File: config.mk
export PLATFORM = sky130hd
export DESIGN_NAME = mux_2to1_arb
export DESIGN_NICKNAME = d
export VERILOG_FILES = /design/src/rtl/mux_2to1_arb.sv
export SDC_FILE = /design/constraint.sdc
export NUM_CORES = 1
export LEC_CHECK = 0
export CAP_MARGIN = 10
export CORE_MARGIN = 1.5
export CORE_UTILIZATION = 35
export DETAILED_ROUTE_END_ITERATION = 10
export HOLD_SLACK_MARGIN = 0.12
export PLACE_DENSITY = 0.67
export SLEW_MARGIN = 20
export SYNTH_ARGS = -nofsm -noshare
export SYNTH_HDL_FRONTEND = slang
export SYNTH_SLANG_ARGS = --single-unit
File: constraint.sdc
create_clock -name clk -period 5.46 [get_ports clk]
set_clock_uncertainty 0.15 [all_clocks]
set_input_delay 1.092 -clock clk [delete_from_list [all_inputs] [get_ports clk]]
set_output_delay 1.092 -clock clk [all_outputs]
set_load 0.005 [all_outputs]
File: src/rtl/mux_2to1_arb.sv
// mux_2to1_arb
// Upstream control stage for a 2:1 mux. Round-robin arbitration between two
// valid/ready sources, A and B. While both sources request, one source gets
// at most HOLD consecutive beats. The winning beat is delivered through a
// single output register. Registered se/en tell the downstream stage which
// source produced y_data.
//
// Handshake: a beat moves on a rising edge when its valid and ready are both
// high. x_ready is a combinational function of the state, the valids and
// y_ready. It never depends on x_ready itself. A source must hold x_data and
// x_valid stable until x_ready. The y side follows the same valid/ready rule
// with y_valid/y_ready.
//
// Ports:
//   clk, rst            clock, synchronous active-high reset
//   a_data/a_valid      source A payload and request
//   a_ready             source A beat accepted this cycle
//   b_data/b_valid      source B payload and request
//   b_ready             source B beat accepted this cycle
//   y_data/y_valid      registered output beat
//   y_ready             consumer accepts y_data
//   se                  1 = current y beat came from A, 0 = from B
//   en                  1 = a beat is held, 0 = idle
//   o_dbg_state         arbiter state (0 IDLE, 1 SEL_A, 2 SEL_B)
//   o_dbg_cnt           consecutive beats granted to the current owner
module mux_2to1_arb #(
   parameter int WIDTH = 8,
   parameter int HOLD  = 4
) (
   input  logic             clk,
   input  logic             rst,
   input  logic [WIDTH-1:0] a_data,
   input  logic             a_valid,
   output logic             a_ready,
   input  logic [WIDTH-1:0] b_data,
   input  logic             b_valid,
   output logic             b_ready,
   output logic [WIDTH-1:0] y_data,
   output logic             y_valid,
   input  logic             y_ready,
   output logic             se,
   output logic             en,
   output logic [1:0]       o_dbg_state,
   output logic [7:0]       o_dbg_cnt
);

   typedef enum logic [1:0] {
      IDLE  = 2'd0,
      SEL_A = 2'd1,
      SEL_B = 2'd2
   } state_t;

   localparam logic [7:0] C_HOLD = 8'(HOLD);

   state_t           r_state;
   logic [7:0]       r_cnt;
   logic             r_last_a;
   logic [WIDTH-1:0] r_y_data;
   logic             r_y_valid;
   logic             r_se;
   logic             r_en;

   logic             w_load;
   logic             w_at_hold;
   logic             w_gnt_a;
   logic             w_gnt_b;
   logic [7:0]       w_cnt_inc;

   // The output register can take a beat when it is empty or being drained.
   assign w_load    = !r_y_valid || y_ready;
   assign w_at_hold = (r_cnt >= C_HOLD);
   // Saturating increment; cnt never exceeds HOLD.
   assign w_cnt_inc = w_at_hold ? C_HOLD : r_cnt + 8'd1;

   // Grant decision. HOLD matters only when both sources request, so a lone
   // requester is never throttled.
   always_comb begin
      w_gnt_a = 1'b0;
      w_gnt_b = 1'b0;
      if (a_valid && !b_valid) begin
         w_gnt_a = 1'b1;
      end else if (b_valid && !a_valid) begin
         w_gnt_b = 1'b1;
      end else if (a_valid && b_valid) begin
         case (r_state)
            SEL_A: begin
               if (w_at_hold) w_gnt_b = 1'b1;
               else           w_gnt_a = 1'b1;
            end
            SEL_B: begin
               if (w_at_hold) w_gnt_a = 1'b1;
               else           w_gnt_b = 1'b1;
            end
            default: begin
               // From idle, a tie goes to the source that did not win last.
               if (r_last_a) w_gnt_b = 1'b1;
               else          w_gnt_a = 1'b1;
            end
         endcase
      end
   end

   assign a_ready = !rst && w_load && w_gnt_a;
   assign b_ready = !rst && w_load && w_gnt_b;

   // Arbiter FSM and output register. se/en are registered alongside the
   // state, so se == (state == SEL_A) and en == (state != IDLE) always hold.
   always_ff @(posedge clk) begin
      if (rst) begin
         r_state   <= IDLE;
         r_cnt     <= 8'd0;
         r_last_a  <= 1'b0;
         r_y_data  <= '0;
         r_y_valid <= 1'b0;
         r_se      <= 1'b0;
         r_en      <= 1'b0;
      end else if (w_load) begin
         if (w_gnt_a) begin
            r_y_data  <= a_data;
            r_y_valid <= 1'b1;
            r_state   <= SEL_A;
            r_last_a  <= 1'b1;
            r_cnt     <= (r_state == SEL_A) ? w_cnt_inc : 8'd1;
            r_se      <= 1'b1;
            r_en      <= 1'b1;
         end else if (w_gnt_b) begin
            r_y_data  <= b_data;
            r_y_valid <= 1'b1;
            r_state   <= SEL_B;
            r_last_a  <= 1'b0;
            r_cnt     <= (r_state == SEL_B) ? w_cnt_inc : 8'd1;
            r_se      <= 1'b0;
            r_en      <= 1'b1;
         end else begin
            // Nothing to load: go idle. y_data keeps its stale value.
            r_y_valid <= 1'b0;
            r_state   <= IDLE;
            r_cnt     <= 8'd0;
            r_se      <= 1'b0;
            r_en      <= 1'b0;
         end
      end
   end

   assign y_data      = r_y_data;
   assign y_valid     = r_y_valid;
   assign se          = r_se;
   assign en          = r_en;
   assign o_dbg_state = r_state;
   assign o_dbg_cnt   = r_cnt;

endmodule

==> run metrics <==
status=complete, no violations; Buf/Inv on CP=2; RePlAce Congestion=approximately 0.88; register bit total from synthesis=20; worst hold margin=roughly 0.33 ns; Worst Hold Class=flip-flop to flip-flop; DRT antenna net count=0; GR Util met3=slightly above 4%; crit path max-delay cell type=clkdlybuf4s50_1; hpwl dp=roughly 2200 um; Final Hold Vio Count=0; overall die height=59.2 um; share of layout cells above drive strength 1=approximately an eighth; Max Clock Freq=approximately 220 MHz; startpoint types=input pin; Worst Path Arrival=~3.2 ns; syn_nets=between 100 and 150; Core ar.=between 3000 and 4000 um^2; Least-Margin Pin Slew=between 0.5 and 0.6 ns; maximum fanout along the worst path=19; Layout Cells excl Fill=210; clk buf depth=2; vias in the first global route=1064; warning count from the yosys run=0; GRT overflow=0; placed cell count=just over 200; DR WL/cell=~14 um; Die ar.=around 3500 um^2; IO Port Bufs=43; fin nets=between 150 and 200; drt total wl=approximately 2900 um; first-pass GRT wire length=4710 um; initial core utilization=36.5%; Top Family by Delay on Critical Path=buffers and inverters; CP Cell Sequence=clkdlybuf4s50_1, a21bo_2, nand2_1, nand3_4, nor3_1, clkdlybuf4s50_1; hold-fix buffer count after cts=0; TritonCTS Buffers=3; largest net degree at the start of global routing=20; vias per inst=5.29; clock tree sinks=20; die width=between 50 and 60 um; PostCTS Resize Cnt=0; worst setup path class=input pin to output pin; max cap viols=0; Root Driver=clkbuf_4; M2 GR Usage=about a quarter; antenna cells=0; row cnt=20; required time of the critical path=around 4.2 ns; setup TNS=0 ns; CTS tree=yes; number of remaining DRC errors=0; gr busiest metal=met2; IO Pins=44; GRT Total Usage=approximately 17%; pins over their slew limit=0; Clk Latency, worst-skew pair=~0.31 ns; post-CTS setup buffers=0; r2r setup slk=just under 3 ns; synth-to-layout area growth=46.5%; Fill cells=slightly below 300; Crit. End Element=output pin; 1st-iter DRT viols=32; count of cell types in the netlist=36; drt first pass iters=4; H-Tree Depth=1; dpl ws=1.02 ns; Critical Path Max Stage Delay=around 0.58 ns; DR vias=1111; initial antenna violation count=0; final setup violation count=0; period utilization=81.8%; Slew headroom=64.1%; setup ws final=between 0.9 and 1 ns; synthesized area per cell=8.91 um^2; Core Util, Final=a little over half; Most common cell on crit path=clkdlybuf4s50_1; Synth Instances=~120; RSZ-0062 raised after global routing=no; area of the mapped netlist=between 1000 and 1500 um^2; Clock transition at path regs=0.13 ns; pwr/cell area=286 nW/um^2; IR drop worst, VDD=0.110 mV; M1 GR Usage=a little under a quarter; Seq/Total Area, Yosys=36.2%; min cycle time layout=~4.5 ns; static leakage=between 0.0006 and 0.0007 uW
sequential cells by signal, summed over array words and instances, names as in the netlist:
register / count
en: 1
y_data: 8
r_last_a: 1
o_dbg_state: 2
o_dbg_cnt: 8
layer usage:
metal	vias to the layer above	part of all wire [%]
met5	-	0
met4	0	1.4
met3	6	9.5
met2	60	43
met1	504	46
li1	541	-
logic make-up (layout without fill, tap and decap cells):
group	count (synthesis)	count (layout)	synth area share (%)
AND/OR/NAND/NOR	54	54	25.9
AO/OA/AOI/OAI	32	32	27.7
flip-flops	20	20	36.2
buffers and inverters	14	56	5.55
adder cells (fa/ha/maj)	4	4	4.53
cell usage after synthesis:
cell | number | area [um^2]
a31oi_1 | 2 | 12.5
o31ai_1 | 1 | 7.51
nor3_1 | 10 | 50.1
o22ai_1 | 1 | 6.26
inv_1 | 8 | 30.0
clkbuf_1 | 3 | 11.3
a32o_1 | 1 | 10.0
o211ai_2 | 1 | 12.5
o21ai_1 | 1 | 5.00
nor2_1 | 14 | 52.6
a21o_1 | 1 | 7.51
a21bo_2 | 1 | 10.0
or3_1 | 1 | 6.26
nand4_1 | 4 | 25.0
a211oi_1 | 1 | 7.51
a21boi_0 | 2 | 15.0
buf_2 | 1 | 5.00
o311a_1 | 1 | 10.0
and3_1 | 6 | 37.5
nand2_1 | 12 | 45.0
nand3_4 | 1 | 17.5
a31o_2 | 1 | 8.76
nand2b_1 | 2 | 12.5
a221oi_2 | 8 | 120
buf_4 | 2 | 15.0
o21ai_0 | 6 | 30.0
a21oi_1 | 1 | 5.00
or2_2 | 1 | 6.26
a41o_1 | 1 | 10.0
a221o_2 | 1 | 11.3
dfxtp_1 | 20 | 400
and2_1 | 1 | 6.26
ha_1 | 4 | 50.1
nor2b_1 | 1 | 6.26
a211o_4 | 1 | 17.5
nor4_4 | 1 | 21.3
path summary, 6_finish.rpt:
kind | from | end | depth (start not counted)
min reg2reg | y_data[7]$_SDFFE_PP0P_ | y_data[7]$_SDFFE_PP0P_ | 2
max reg2reg | o_dbg_state[0]$_SDFFE_PP0N_ | y_data[4]$_SDFFE_PP0P_ | 7
max | a_valid | a_ready | 6
min | y_data[7]$_SDFFE_PP0P_ | y_data[7]$_SDFFE_PP0P_ | 2
final cells by class:
| cell class | instances | area (um^2) | area share (%) |
|---|---|---|---|
| Inverter | 8 | 30.0 | 1.85 |
| Multi-Input combinational cell | 90 | 643 | 39.7 |
| Clock inverter | 1 | 30.0 | 1.85 |
| Timing Repair Buffer | 44 | 438 | 27.0 |
| Clock buffer | 3 | 22.5 | 1.39 |
| Sequential cell | 20 | 400 | 24.7 |
| Tap cell | 44 | 55.1 | 3.40 |
tightest hold or removal path: cells and delay by family (launching register included):
family / cells / cell delay (ns)
AOI/OAI and AO/OA: 1 / 0.05
and+or+nand+nor: 1 / 0.07
DFF: 1 / 0.33
metrics by stage:
stage                     instance area, um^2  power, uW
after CTS                                1620        466
final                                    1620        464
after floorplan                          1100        269
after global placement                   1570        338
after global routing                     1620        491
after detailed placement                 1570        343
power breakdown:
part | switching, uW | internal, uW
Combinational | 72.5 | 87.0
Sequential | 14.1 | 166
Clock | 50.3 | 74.1
Total | 137 | 327
placed cells by master, fill, tap and decap left out, types with 2 or more instances in the layout:
cell type / count
clkbuf_4: 3
o21ai_0: 6
ha_1: 4
a21boi_0: 2
nand2b_1: 2
and3_1: 6
nor3_1: 10
nand4_1: 4
dfxtp_1: 20
clkdlybuf4s50_1: 43
inv_1: 8
a31oi_1: 2
a221oi_2: 8
nand2_1: 12
nor2_1: 14
Note: power is estimated with default switching activity, not from simulation.
